--- src/rtl/mips_lsu_pkg.sv ---
// ============================================================================
// Module  : mips_lsu_pkg
// Brief   : Shared size encodings, FSM states and alignment check for mips_lsu.
// Revision: 1.0 - initial release
// ============================================================================
`default_nettype none

package mips_lsu_pkg;

    localparam logic [1:0] SZ_BYTE = 2'b00;
    localparam logic [1:0] SZ_HALF = 2'b01;
    localparam logic [1:0] SZ_WORD = 2'b10;

    typedef enum logic [1:0] {
        IDLE   = 2'd0,
        ACCESS = 2'd1,
        RESP   = 2'd2
    } state_t;

    // Size 2'b11 is treated as a word access, so it uses the word rule too.
    function automatic logic is_misaligned(input logic [1:0] size,
                                           input logic [1:0] addr_lo);
        logic bad;
        bad = 1'b0;
        case (size)
            SZ_BYTE: bad = 1'b0;
            SZ_HALF: bad = addr_lo[0];
            default: bad = (addr_lo != 2'b00);
        endcase
        return bad;
    endfunction

endpackage

`default_nettype wire

--- src/rtl/mips_load_extend.sv ---
// ============================================================================
// Module  : mips_load_extend
// Brief   : Combinational sign/zero extender for right-justified load data.
// Revision: 1.0 - initial release
// ============================================================================
`default_nettype none

module mips_load_extend
    import mips_lsu_pkg::*;
(
    input  logic [1:0]  i_size,
    input  logic        i_unsigned,
    input  logic [31:0] i_data,
    output logic [31:0] o_data
);

    always_comb begin
        o_data = i_data;
        case (i_size)
            SZ_BYTE: o_data = i_unsigned ? {24'b0, i_data[7:0]}
                                         : {{24{i_data[7]}}, i_data[7:0]};
            SZ_HALF: o_data = i_unsigned ? {16'b0, i_data[15:0]}
                                         : {{16{i_data[15]}}, i_data[15:0]};
            default: o_data = i_data;
        endcase
    end

endmodule

`default_nettype wire

--- src/rtl/mips_lsu.sv ---
// ============================================================================
// Module  : mips_lsu
// Brief   : MIPS load/store unit: drives the data-memory port, extends loads.
//           Optional alignment checking is enabled by MIPS_LSU_ALIGN_CHECK_EN.
// Revision: 1.0 - initial release
// ============================================================================
`default_nettype none

module mips_lsu
    import mips_lsu_pkg::*;
#(
    parameter int ADDR_W = 32,
    parameter int DATA_W = 32
) (
    input  logic              clk,
    input  logic              reset,
    input  logic              req_valid,
    output logic              req_ready,
    input  logic              req_store,
    input  logic [1:0]        req_size,
    input  logic              req_unsigned,
    input  logic [ADDR_W-1:0] req_addr,
    input  logic [DATA_W-1:0] req_wdata,
    output logic              rsp_valid,
    output logic [DATA_W-1:0] rsp_rdata,
    output logic              rsp_misaligned,
    output logic [ADDR_W-1:0] mem_addr,
    output logic [DATA_W-1:0] mem_wdata,
    output logic              mem_read,
    output logic              mem_write,
    output logic              mem_byte_en,
    output logic              mem_half_en,
    output logic              mem_word_en,
    input  logic [DATA_W-1:0] mem_rdata
);

    state_t            r_state;
    logic              r_req_ready;
    logic              r_store;
    logic [1:0]        r_size;
    logic              r_unsigned;
    logic              r_rsp_valid;
    logic [DATA_W-1:0] r_rsp_rdata;
    logic              r_rsp_misaligned;
    logic [ADDR_W-1:0] r_mem_addr;
    logic [DATA_W-1:0] r_mem_wdata;
    logic              r_mem_read;
    logic              r_mem_write;
    logic              r_mem_byte_en;
    logic              r_mem_half_en;
    logic              r_mem_word_en;

    logic              w_misaligned;
    logic [DATA_W-1:0] w_wdata_masked;
    logic [DATA_W-1:0] w_load_ext;

`ifdef MIPS_LSU_ALIGN_CHECK_EN
    assign w_misaligned = is_misaligned(req_size, req_addr[1:0]);
`else
    assign w_misaligned = 1'b0;
`endif

    always_comb begin
        w_wdata_masked = req_wdata;
        case (req_size)
            SZ_BYTE: w_wdata_masked = {{(DATA_W-8){1'b0}},  req_wdata[7:0]};
            SZ_HALF: w_wdata_masked = {{(DATA_W-16){1'b0}}, req_wdata[15:0]};
            default: w_wdata_masked = req_wdata;
        endcase
    end

    mips_load_extend u_load_extend (
        .i_size     (r_size),
        .i_unsigned (r_unsigned),
        .i_data     (mem_rdata),
        .o_data     (w_load_ext)
    );

    // Memory-port and response registers default to 0 every cycle, so strobes
    // and the response are single-cycle pulses by construction.
    always_ff @(posedge clk) begin
        if (reset) begin
            r_state          <= IDLE;
            r_req_ready      <= 1'b1;
            r_store          <= 1'b0;
            r_size           <= SZ_BYTE;
            r_unsigned       <= 1'b0;
            r_rsp_valid      <= 1'b0;
            r_rsp_rdata      <= '0;
            r_rsp_misaligned <= 1'b0;
            r_mem_addr       <= '0;
            r_mem_wdata      <= '0;
            r_mem_read       <= 1'b0;
            r_mem_write      <= 1'b0;
            r_mem_byte_en    <= 1'b0;
            r_mem_half_en    <= 1'b0;
            r_mem_word_en    <= 1'b0;
        end else begin
            r_rsp_valid      <= 1'b0;
            r_rsp_rdata      <= '0;
            r_rsp_misaligned <= 1'b0;
            r_mem_addr       <= '0;
            r_mem_wdata      <= '0;
            r_mem_read       <= 1'b0;
            r_mem_write      <= 1'b0;
            r_mem_byte_en    <= 1'b0;
            r_mem_half_en    <= 1'b0;
            r_mem_word_en    <= 1'b0;
            case (r_state)
                IDLE: begin
                    if (req_valid) begin
                        r_store     <= req_store;
                        r_size      <= req_size;
                        r_unsigned  <= req_unsigned;
                        r_req_ready <= 1'b0;
                        if (w_misaligned) begin
                            r_state          <= RESP;
                            r_rsp_valid      <= 1'b1;
                            r_rsp_misaligned <= 1'b1;
                        end else begin
                            r_state       <= ACCESS;
                            r_mem_addr    <= req_addr;
                            r_mem_wdata   <= req_store ? w_wdata_masked : '0;
                            r_mem_read    <= ~req_store;
                            r_mem_write   <= req_store;
                            r_mem_byte_en <= (req_size == SZ_BYTE);
                            r_mem_half_en <= (req_size == SZ_HALF);
                            r_mem_word_en <= req_size[1];
                        end
                    end
                end
                ACCESS: begin
                    r_state     <= RESP;
                    r_rsp_valid <= 1'b1;
                    r_rsp_rdata <= r_store ? '0 : w_load_ext;
                end
                RESP: begin
                    r_state     <= IDLE;
                    r_req_ready <= 1'b1;
                end
                default: begin
                    r_state     <= IDLE;
                    r_req_ready <= 1'b1;
                end
            endcase
        end
    end

    assign req_ready      = r_req_ready;
    assign rsp_valid      = r_rsp_valid;
    assign rsp_rdata      = r_rsp_rdata;
    assign rsp_misaligned = r_rsp_misaligned;
    assign mem_addr       = r_mem_addr;
    assign mem_wdata      = r_mem_wdata;
    assign mem_read       = r_mem_read;
    assign mem_write      = r_mem_write;
    assign mem_byte_en    = r_mem_byte_en;
    assign mem_half_en    = r_mem_half_en;
    assign mem_word_en    = r_mem_word_en;

endmodule

`default_nettype wire

--- config.mk ---
export PLATFORM = sky130hd
export DESIGN_NAME = mips_lsu
export DESIGN_NICKNAME = d
export VERILOG_FILES = /design/src/rtl/mips_lsu_pkg.sv /design/src/rtl/mips_load_extend.sv /design/src/rtl/mips_lsu.sv
export SDC_FILE = /design/constraint.sdc
export NUM_CORES = 1
export LEC_CHECK = 0
export BUFFER_PORTS_ARGS = -buffer_cell sky130_fd_sc_hd__buf_2
export CAP_MARGIN = 15
export CORE_MARGIN = 2
export CORE_UTILIZATION = 37
export DETAILED_ROUTE_END_ITERATION = 16
export PLACE_DENSITY = 0.81
export SYNTH_ARGS = -nofsm -noshare
export SYNTH_HDL_FRONTEND = slang
export SYNTH_SLANG_ARGS = --single-unit
--- constraint.sdc ---
create_clock -name clk -period 1.2 [get_ports clk]
set_input_delay 0.06 -clock clk [delete_from_list [all_inputs] [get_ports clk]]
set_output_delay 0.06 -clock clk [all_outputs]
set_load 0.01 [all_outputs]
**Yosys cells after proc, flatten, opt, wreduce, memory -nomap -nowiden**

Index checks and enable logic that the tools add are counted.

- Shift-type cells: 0
- Bitwise logic cells: 4
- Multiply operators: 0
- Muxes and demuxes: 9
- Order comparisons: 0
- Divide/modulo/power cells: 0
- Add/sub/neg operators: 0
- Equality and inequality tests: 4
- Reductions and logical operators: 8

Operator list:

| cell | number |
|---|---|
| $pmux 32 s2 | 2 |
| $mux 32 | 2 |
| $eq 2x1->1 const B | 3 |
| $logic_not 2->1 | 3 |
| $reduce_or 3->1 | 2 |
| $not 1->1 | 4 |
| $pmux 2 s2 | 1 |
| $reduce_and 2->1 | 2 |
| $reduce_or 4->1 | 1 |
| $mux 1 | 2 |
| $mux 2 | 1 |
| $ne 2x2->1 const B | 1 |
| $pmux 1 s2 | 1 |

- Bits in registers: 109
- Output and inout port bits: 104
- RAM bits: 0
- Logic and storage cells: 39
- Memories kept: 0
- ROM bits: 0
- Input bits: 103
- Latch bits: 0

**Longest topological paths before layout**

- Depth after elaboration: 3
- Mapped depth: 6
- Depth with buffers taken out: 5

**By module**

A second synthesis with hierarchy kept.

- Cells, all modules: 316
- Area, all modules: 3,495.9 sq um

Modules (own cells, without submodules):

| module | area each (sq um) | instances | cells an instance | seq. area each (sq um) |
|---|---|---|---|---|
| mips_lsu | 3,140.5 | 1 | 249 | 2,182.1 |
| mips_load_extend | 355.3 | 1 | 67 | 0.0 |

**Least setup slack after synthesis**

Ideal clock, no wire load.

- Kind: register -> register
- Start point: register r_size[1]
- End point: register r_rsp_rdata[10] (netlist: rsp_rdata[10])
- Data arrival time: 1.174 ns
- Library setup time: 0.071 ns
- Data required time: 1.129 ns
- Cell stages (with the launch flop): 5
- Setup slack: -0.045 ns
- Period minus slack after synthesis: 1.245 ns
- Path buffers: 2
- Cell sequence: dfxtp_1 -> buf_6 -> or4b_4 -> buf_6 -> a21oi_1

- Cells in the longest elaborated chain, start to end: 2
- Elaborated cells between the ends (all ways): 3
- Those cells by class: eq/ne: 1; mux: 1; reduce/logical: 1

Ends and longest elaborated chain:

| item | line | RTL |
|---|---|---|
| from (decl) | mips_lsu.sv:40 | `logic [1:0] r_size;` |
| from (signal assigned) | mips_lsu.sv:113 | `r_size <= req_size;` |
| $eq 2x1->1 / $logic_not 2->1 (equally long branches) | mips_load_extend.sv:19 | `case (i_size)` |
| $pmux 32 s2 * | mips_load_extend.sv:19 |  |
| to (signal assigned) | mips_lsu.sv:135 | `r_rsp_rdata <= r_store ? '0 : w_load_ext;` |
| to (decl) | mips_lsu.sv:43 | `logic [DATA_W-1:0] r_rsp_rdata;` |

Mark *: on every way between the ends. The rest lies on a longest branch, timed or not.
A chain may end at the register's enable or synchronous reset.

**Final worst setup path**

- Start point: register r_size[1]
- End point: register r_rsp_rdata[9] (netlist: rsp_rdata[9])

Same word-level chain as after synthesis.

==> impl_metrics.py <==
metrics = {
    "clocking": {
        "clk_pin_slew_ns": 0.11,
        "clock_latency_ns": 0.36,
        "cts_htree_levels": 3,
        "cts-root-buf": "clkbuf_8",
        "cts_buffer_depth": 2,
        "tritoncts": "built",
        "cts_sinks": 109,
        "cts_buffers": 9,
    },
    "drt": {
        "first_iter_violations": 30,
        "drt-total-wl_um": 9840,
        "drc": 0,
        "ant_nets": 0,
        "vias": 3108,
        "drt_pass1_iterations": 4,
        "avgRoutedWirePerCell_um": 14.1,
        "viasPerCell": 4.44,
    },
    "grt": {
        "grt_pass1_wl_um": 14000,
        "grt_usage": 0.198,
        "grt_pass1_vias": 3224,
        "grt_max_degree": 42,
        "antenna_found_initial": 0,
        "grt-ovfl-total": 0,
    },
    "power_and_ir_drop": {
        "p_switching_mw": 1.68,
        "power_frac_comb": 0.131,
        "switching_share": 0.245,
        "p_per_area_nw_per_um2": 1220,
        "p_leak_nw": 2.90,
        "peakVddDrop_mv": 0.633,
        "p_int_mw": 5.18,
        "clock_power_share": 0.319,
        "seqPwrFrac": 0.550,
    },
    "critical_path": {
        "cp_data_required_time_ns": 1.50,
        "slowest_stage": "or4b_4",
        "crit_chain": "or4b_4 -> a21oi_2",
        "rrSetupSlack_ns": 0.02,
        "worstRegToRegCells": 2,
        "critPathMaxFanout": 8,
        "worst_setup_path_start_kind": "register",
        "slowest_delay_ns": 0.63,
        "arrival_ns": 1.48,
        "r2r-end": "rsp_rdata[9]",
        "worstSetupPathType": "reg -> reg",
        "crit_path_end_kind": "register",
        "cpLargestDelayFamily": "simple AND/OR/NAND/NOR gates",
        "regToRegStartpoint": "r_size[1]",
        "path_buf_inv": 0,
    },
    "logic_synthesis": {
        "synth_ff_type": "dfxtp_1",
        "ys_seq_area_frac": 0.688,
        "synth_top_family_by_area": "simple AND/OR/NAND/NOR gates",
        "synth_area_leaders": "dfxtp_1, and2_1, and3_1",
        "syn-num-nets": 380,
        "synth_top_cell_by_area": "dfxtp_1",
        "synth_cells": 277,
        "synth_compound_area_frac": 0.0394,
        "syn_area_per_cell_um2": 11.5,
        "synth_fa_ha_area_frac": 0,
        "synth_top_area_frac": 0.688,
        "yosys.area_share.simple": 0.218,
        "ys_top_cells_by_count": "dfxtp_1, and2_1, and3_1",
        "async_reset_ff_frac": 0,
        "synthesis.area_um2": 3170,
        "synthMuxAreaShare": 0.0158,
        "synth-seq-cells": 109,
        "ys_types": 25,
        "synth_warnings": 0,
        "yosys.cell_count.top_type": "dfxtp_1",
        "synth_xor_xnor_area_share": 0,
        "synth-edff-count": 0,
    },
    "placed_design": {
        "gp_congestion": 0.734,
        "place_hpwl_um": 5790,
        "placed_cell_area_um2": 4340,
        "numPortBuffers": 205,
    },
    "min_path": {
        "min-delay-start": "req_valid",
        "holdCritPathClass": "in -> reg",
        "whs_endpoint": "req_ready",
        "hold-path-cell-count": 4,
    },
    "timing": {
        "period_minus_slack_ns": 1.18,
        "rsz0062_at_grt": "true",
        "final_max_slew_viol_count": 0,
        "fin_hold_ws_ns": 0.0330,
        "skew_ns": 0.0114,
        "period_share": 0.985,
        "finalHoldViolations": 0,
        "max_freq_ghz": 0.846,
        "setup_viol": 0,
    },
    "finish": {
        "fill_cells": 599,
        "layout.nets": 693,
        "final_layout_size_suffix_gt1_frac": 0.442,
        "syn2layout_area_growth_pct": 77.3,
        "design_area_um2": 5620,
        "insertedDiodeCount": 0,
    },
    "die": {
        "dieArea_um2": 9330,
        "core_area_um2": 8260,
        "fp.dieH_um": 96.6,
        "rows": 33,
        "die_x_um": 96.6,
        "num_io_pins": 207,
        "start_util": 0.384,
    },
    "outcome": {
        "status": "completed",
    },
    "flow_run": {
        "max_cap_violations": 0,
    },
}
## how the worst max path moves through the flow
stage / depth (start not counted) / from / to
2_1_floorplan: 4 / r_size[1] / rsp_rdata[10]
3_3_place_gp: 3 / r_size[0] / rsp_rdata[30]
3_5_place_dp: 3 / r_size[0] / rsp_rdata[21]
4_1_cts: 2 / r_unsigned / rsp_rdata[11]
5_1_grt: 5 / r_state[0] / r_size[0]
6_report: 2 / r_size[1] / rsp_rdata[9]
## power by group through the flow
| stage | registers (mW) | logic [mW] | clock network [mW] |
|---|---|---|---|
| after floorplan | 3.91 | 0.242 | 0 |
| after global placement | 3.85 | 0.590 | 0 |
| after detailed placement | 3.85 | 0.603 | 0 |
| after CTS | 3.77 | 0.859 | 2.25 |
| after global routing | 3.79 | 0.978 | 2.41 |
| final | 3.77 | 0.901 | 2.19 |
## layout by cell type, fill, tap and decap left out, types with 2 or more instances in the layout
cell type	instances
a21oi_1	12
a21oi_2	12
and2_1	42
and2_4	3
and3_1	32
buf_2	204
buf_4	10
buf_6	3
clkbuf_8	11
clkinv_4	2
dfxtp_1	105
dfxtp_2	4
dlygate4sd3_1	100
mux2i_1	5
nand2_1	25
nor2_1	6
or2_2	2
## through the flow
step	TNS, ns	utilization	power [mW]	cells	setup slack (ns)
after global routing	-0.132	0.681	7.17	700	-0.0328
after CTS	0	0.672	6.88	695	0.00860
final	0	0.681	6.86	700	0.0185
after global placement	-0.168	0.525	4.44	579	-0.0279
after detailed placement	-0.943	0.525	4.45	579	-0.0790
after floorplan	-0.269	-	4.15	277	-0.0355
## final cells by class
type,instances,area [um^2],share of cell area
clock inverter,5,53.8,0.00957
multi-input combinational,150,940,0.167
sequential,109,2190,0.389
inverter,2,10.0,0.00178
tap,105,131,0.0234
clock buffer,11,151,0.0269
timing repair buffer,318,2150,0.382
## what timing repair did
| action | 4_1_cts | 5_1_grt |
|---|---|---|
| gates resized for setup | 3 | 17 |
| endpoints found under the hold margin | 101 | 0 |
| gates cloned | 0 | 3 |
| endpoints found under the setup margin | 24 | 43 |
| pin swaps | 0 | 3 |
| setup buffers | 0 | 2 |
| hold buffers | 100 | 0 |
## tightest hold or removal path, stage by stage
cell	delay (ns)
buf_2	0.12
inv_1	0.05
o21ai_0	0.07
nand2_1	0.07
## layer usage
metal  part of all wire  GRT usage  vias up  wire length (um)
met5                  0          0        -                 0
met4              0.030     0.0974        0               297
met3              0.080     0.0628       26               787
met2               0.53      0.381      146              5210
met1               0.36      0.186     1418              3540
li1                   -          -     1518                 -
## sequential cells by signal, indices dropped and copies added (netlist names), 2 cells and up
name,cells
mem_addr,32
mem_wdata,32
rsp_rdata,32
r_size,2
r_state,2
## cell families after synthesis
logic type             after synthesis
AO/OA/AOI/OAI                       25
buffers and inverters               20
flip-flops                         109
multiplexers                         5
other                                1
AND/OR/NAND/NOR                    117
Note: power is estimated with default switching activity, not from simulation.
